<file path="src/rtl/uart_rx_bit_sampler.sv">
// Mid-bit majority sampler and frame checker for the UART receive path.
// Consumes bit/edge counts from the edge/bit counter and emits words plus error pulses.
module uart_rx_bit_sampler #(
  parameter int DATA_WIDTH = 8
) (
  input  logic                  clk,
  input  logic                  rst,
  input  logic                  enable,
  input  logic                  rx_in,
  input  logic [3:0]            bit_cnt,
  input  logic [2:0]            edge_cnt,
  input  logic                  par_en,
  input  logic                  par_typ,
  output logic                  sampled_bit,
  output logic                  sample_strobe,
  output logic [DATA_WIDTH-1:0] p_data,
  output logic                  data_valid,
  output logic                  strt_glitch,
  output logic                  par_err,
  output logic                  stp_err
);

  localparam logic [3:0] LAST_DATA_IDX = 4'(DATA_WIDTH);
  localparam logic [3:0] PAR_IDX       = 4'(DATA_WIDTH + 1);
  localparam logic [3:0] STP_IDX_PAR   = 4'(DATA_WIDTH + 2);

  typedef enum logic [1:0] {
    FRAME_OK   = 2'd0,
    FRAME_BAD  = 2'd1,
    FRAME_SKIP = 2'd2
  } frame_state_e;

  frame_state_e          frame_q, frame_d;
  logic                  s0_q, s0_d;
  logic                  s1_q, s1_d;
  logic                  sampled_bit_q, sampled_bit_d;
  logic                  sample_strobe_q, sample_strobe_d;
  logic [DATA_WIDTH-1:0] shift_q, shift_d;
  logic                  par_acc_q, par_acc_d;
  logic                  par_en_q, par_en_d;
  logic                  par_typ_q, par_typ_d;
  logic [DATA_WIDTH-1:0] p_data_q, p_data_d;
  logic                  data_valid_q, data_valid_d;
  logic                  strt_glitch_q, strt_glitch_d;
  logic                  par_err_q, par_err_d;
  logic                  stp_err_q, stp_err_d;
  logic [3:0]            stop_idx;

  always_ff @(posedge clk) begin
    if (rst) begin
      frame_q         <= FRAME_OK;
      s0_q            <= 1'b0;
      s1_q            <= 1'b0;
      sampled_bit_q   <= 1'b0;
      sample_strobe_q <= 1'b0;
      shift_q         <= '0;
      par_acc_q       <= 1'b0;
      par_en_q        <= 1'b0;
      par_typ_q       <= 1'b0;
      p_data_q        <= '0;
      data_valid_q    <= 1'b0;
      strt_glitch_q   <= 1'b0;
      par_err_q       <= 1'b0;
      stp_err_q       <= 1'b0;
    end else begin
      frame_q         <= frame_d;
      s0_q            <= s0_d;
      s1_q            <= s1_d;
      sampled_bit_q   <= sampled_bit_d;
      sample_strobe_q <= sample_strobe_d;
      shift_q         <= shift_d;
      par_acc_q       <= par_acc_d;
      par_en_q        <= par_en_d;
      par_typ_q       <= par_typ_d;
      p_data_q        <= p_data_d;
      data_valid_q    <= data_valid_d;
      strt_glitch_q   <= strt_glitch_d;
      par_err_q       <= par_err_d;
      stp_err_q       <= stp_err_d;
    end
  end

  always_comb begin
    frame_d         = frame_q;
    s0_d            = s0_q;
    s1_d            = s1_q;
    sampled_bit_d   = sampled_bit_q;
    sample_strobe_d = 1'b0;
    shift_d         = shift_q;
    par_acc_d       = par_acc_q;
    par_en_d        = par_en_q;
    par_typ_d       = par_typ_q;
    p_data_d        = p_data_q;
    data_valid_d    = 1'b0;
    strt_glitch_d   = 1'b0;
    par_err_d       = 1'b0;
    stp_err_d       = 1'b0;
    stop_idx        = par_en_q ? STP_IDX_PAR : PAR_IDX;

    if (enable) begin
      if (edge_cnt == 3'd3) s0_d = rx_in;
      if (edge_cnt == 3'd4) s1_d = rx_in;
      if (edge_cnt == 3'd5) begin
        sampled_bit_d   = (s0_q & s1_q) | (s0_q & rx_in) | (s1_q & rx_in);
        sample_strobe_d = 1'b1;
      end
    end else begin
      s0_d = 1'b0;
      s1_d = 1'b0;
    end

    // The role action runs off the registered strobe, so it still completes if enable drops now.
    if (sample_strobe_q && frame_q != FRAME_SKIP) begin
      if (bit_cnt == 4'd0) begin
        par_en_d      = par_en;
        par_typ_d     = par_typ;
        shift_d       = '0;
        par_acc_d     = 1'b0;
        frame_d       = sampled_bit_q ? FRAME_SKIP : FRAME_OK;
        strt_glitch_d = sampled_bit_q;
      end else if (bit_cnt <= LAST_DATA_IDX) begin
        shift_d   = {sampled_bit_q, shift_q[DATA_WIDTH-1:1]};
        par_acc_d = par_acc_q ^ sampled_bit_q;
      end else if (bit_cnt == PAR_IDX && par_en_q) begin
        if ((par_acc_q ^ par_typ_q) != sampled_bit_q) begin
          par_err_d = 1'b1;
          frame_d   = FRAME_BAD;
        end
      end else if (bit_cnt == stop_idx) begin
        if (!sampled_bit_q) begin
          stp_err_d = 1'b1;
        end else if (frame_q == FRAME_OK) begin
          p_data_d     = shift_q;
          data_valid_d = 1'b1;
        end
      end
    end

    if (!enable) begin
      frame_d   = FRAME_OK;
      shift_d   = '0;
      par_acc_d = 1'b0;
    end
  end

  assign sampled_bit   = sampled_bit_q;
  assign sample_strobe = sample_strobe_q;
  assign p_data        = p_data_q;
  assign data_valid    = data_valid_q;
  assign strt_glitch   = strt_glitch_q;
  assign par_err       = par_err_q;
  assign stp_err       = stp_err_q;

endmodule

</file>
<file path="config.mk">
export PLATFORM = sky130hd
export DESIGN_NAME = uart_rx_bit_sampler
export DESIGN_NICKNAME = d
export VERILOG_FILES = /design/src/rtl/uart_rx_bit_sampler.sv
export SDC_FILE = /design/constraint.sdc
export NUM_CORES = 1
export LEC_CHECK = 0
export BUFFER_PORTS_ARGS = -buffer_cell sky130_fd_sc_hd__buf_2
export CORE_MARGIN = 2
export CORE_UTILIZATION = 28
export CTS_BUF_LIST = sky130_fd_sc_hd__clkbuf_16
export CTS_CLUSTER_DIAMETER = 100
export CTS_CLUSTER_SIZE = 10
export DETAILED_ROUTE_END_ITERATION = 12
export GPL_TIMING_DRIVEN = 0
export PLACE_DENSITY_LB_ADDON = 0.25
export SYNTH_ARGS = -nofsm -noshare
export SYNTH_HDL_FRONTEND = slang
export SYNTH_SLANG_ARGS = --single-unit
</file>
<file path="constraint.sdc">
create_clock -name clk -period 1.4 [get_ports clk]
set_input_delay 0.28 -clock clk [delete_from_list [all_inputs] [get_ports clk]]
set_output_delay 0.28 -clock clk [all_outputs]
set_load 0.005 [all_outputs]
</file>
==> run_results.csv <==
group,metric,value,unit
worst_setup_path,cp_data_arrival_time,1.45,ns
timing,worst_pin_slew,0.470,ns
worst_setup_path,r2r_start,"sampled_bit",
detailed_routing,vias,1031,
synth,synth_cell_types,27,
synth,ys_ff_latch,29,
pwr,p_per_area,1180,nW/µm²
timing,min_period_over_period,92.2,%
worst_setup_path,end_kind,"register",
synth,synth_area_leader_cell,"dfxtp_1",
worst_setup_path,start_kind,"register",
detailed_routing,firstDrtPassIters,4,
detailed_routing,vias_per_cell,4.62,
detailed_routing,wl_per_cell,11.4,µm
worst_setup_path,crit_path_start,"sampled_bit",
hold_path,hold_class,"input pin to register",
detailed_routing,drt_iter0_drc,45,
global_routing,grt_antenna_before_repair,0,
synth,ys_seq_area_share,47.4,%
cts,clk_pin_slew_worst_paths,0.05,ns
synth,yosys-top-cells-area,"dfxtp_1 47%, mux2i_1 9.8%, nand2b_1 9.2%",
timing,slew_headroom,68.7,%
synth,yosys_warnings,0,
synth,syn_area_per_cell,9.01,µm²
floorplan,coreArea,4290,µm²
place,postPlaceCellArea,1420,µm²
place,port_buffers,26,
synth,ys.flop_type,"dfxtp_1",
synth,yosys-top-cells-count,"29 x dfxtp_1, 18 x nand2b_1, 13 x nand2_1",
floorplan,rows,24,
synth,synth-xor-area-share,2.15,%
cells_and_area,multi_input_area,626,µm²
cells_and_area,area_growth,29.3,%
synth,async_reset_ff_share,0,%
pwr,total_power,1.86,mW
timing,skew,0.00732,ns
cts,ctsRootBufferMaster,"clkbuf_16",
outcome,outcome,"finished, final reports clean",
cts,cts_hold_buf,0,
synth,yosysTopAreaCellShare,47.4,%
cts,h-tree-depth,2,
timing,drv_slew,0,
synth,synth_fa_ha_area_share,0,%
floorplan,initial_core_util,28.5,%
cells_and_area,final_layout_size_suffix_gt1_share,22.8,%
cts,max-clock-path-buffers,2,
timing,fin_crit,1.29,ns
synth,synth_area,1220,µm²
cells_and_area,regArea,581,µm²
cells_and_area,fin_nets,184,
floorplan,die_w,70.1,µm
worst_setup_path,critPathKind,"register to register",
place,hpwl,1860,µm
cts,worst_skew_pair.late_latency,0.27,ns
flow_run,maxCapViolCount,0,
timing,fmax,775,MHz
detailed_routing,drc,0,
detailed_routing,detail-route-antenna-nets,0,
pwr,p_leak,0.605,nW
place,dp_slack,-0.186,ns
synth,synth_top_family_by_area,"simple AND/OR/NAND/NOR gates",
floorplan,ios,27,
global_routing,grt_pass1_wl,4450,µm
synth,synth_simple_gate_area_share,31.6,%
hold_path,min-delay-start,"par_typ",
synth,synth_compound_gate_area_share,6.74,%
cells_and_area,fillCellCount,445,
synth,synth_cells,136,
detailed_routing,finalWirelength,2550,µm
cells_and_area,diodes,0,
synth,synth_most_common_cell,"dfxtp_1",
global_routing,grt_max_degree,11,
worst_setup_path,worst_ep_required_time,1.56,ns
timing,rsz0062_at_grt,"no",
timing,hold_viol,0,
synth,yosys-mux-area-fraction,9.81,%
synth,synth-edff-count,0,
floorplan,die_area,4920,µm²
floorplan,die_y,70.1,µm
pwr,ir_worst_vdd,477,µV
cts,cts_tree,"yes",
timing,setup_ws,0.110,ns
worst_setup_path,crit_fanout,8,
cts,cts_sinks,29,
cts,numCtsBuffers,5,
cells_and_area,final_cell_area,1580,µm²
synth,synth_nets,149,
global_routing,grt_util_all_layers,11.6,%
global_routing,grt_overflow_total,0,
timing,setup_viol,0,
place,gp_congestion,0.798,
global_routing,grt_pass1_vias,1017,
placed cells by master, fill, tap and decap left out, drive strengths merged:
cell / n
dfxtp: 29
nand4b: 1
nor4: 2
o21ai: 1
nor3b: 4
nand3b: 1
and3: 1
mux2i: 12
nand4: 1
clkinv: 1
nor2: 9
xnor2: 2
clkbuf: 10
or3: 1
inv: 2
nor3: 4
o31ai: 1
nand3: 12
and2b: 1
nand2b: 18
xor2: 1
nand2: 13
a21oi: 12
or4: 1
nor2b: 1
a41o: 1
buf: 29
what timing repair did:
| item | in CTS | in global routing |
|---|---|---|
| gates resized for setup | 0 | 4 |
| buffers inserted | 2 | 0 |
| pin swaps | 1 | 2 |
| endpoints found under the setup margin | 8 | 9 |
through the flow:
stage	instances	hold WS, ns	setup TNS (ns)	util (%)
detailed placement	214	0.446	-1.99	33.1
finish	223	0.246	0	36.9
global placement	214	0.440	-1.74	33.1
global route	223	0.251	0	36.9
CTS	223	0.240	0	36.5
floorplan	136	0.359	0	-
cell families (layout without fill, tap and decap cells):
kind of cell,count (synthesis),after routing
AO/OA/AOI/OAI,15,15
XOR/XNOR,3,3
buffers and inverters,7,42
flip-flops,29,29
multiplexers,12,12
AND/OR/NAND/NOR,70,70
worst paths after layout:
check               endpoint  slack [ns]  cells past startpoint
setup reg to reg  frame_q[1]        0.11                      5
setup / recovery  frame_q[1]        0.11                      5
hold / removal     par_typ_q        0.25                      3
hold reg to reg   shift_q[0]        0.46                      2
worst max-delay path, cell delays in order, from the launching register on:
cell and delay [ns]:
dfxtp_1 0.30, clkbuf_4 0.17, xnor2_1 0.18, xnor2_1 0.14, nand3b_1 0.14, a41o_1 0.27
power by group:
part / leakage (nW) / internal, mW / switching, mW
combinational: 0.303 / 0.0340 / 0.0444
sequential: 0.234 / 0.829 / 0.00133
clock: 0.0685 / 0.631 / 0.324
metal layers:
layer,GRT usage (%),up-vias,wire length (µm)
li1,-,539,-
met1,13.5,464,1160
met2,18.6,21,1220
met3,3.32,7,95
met4,7.69,0,74
met5,0,-,0
final cells by class:
cell class | count | area share (%)
flip-flops and latches | 29 | 36.7
clock inverters | 2 | 0.474
plain buffers | 6 | 1.74
multi-input cells | 100 | 39.5
inverters | 1 | 0.237
well taps | 52 | 4.11
repair buffers | 28 | 9.40
clock buffers | 5 | 7.90
No activity file was read; power rests on OpenSTA's default activity.
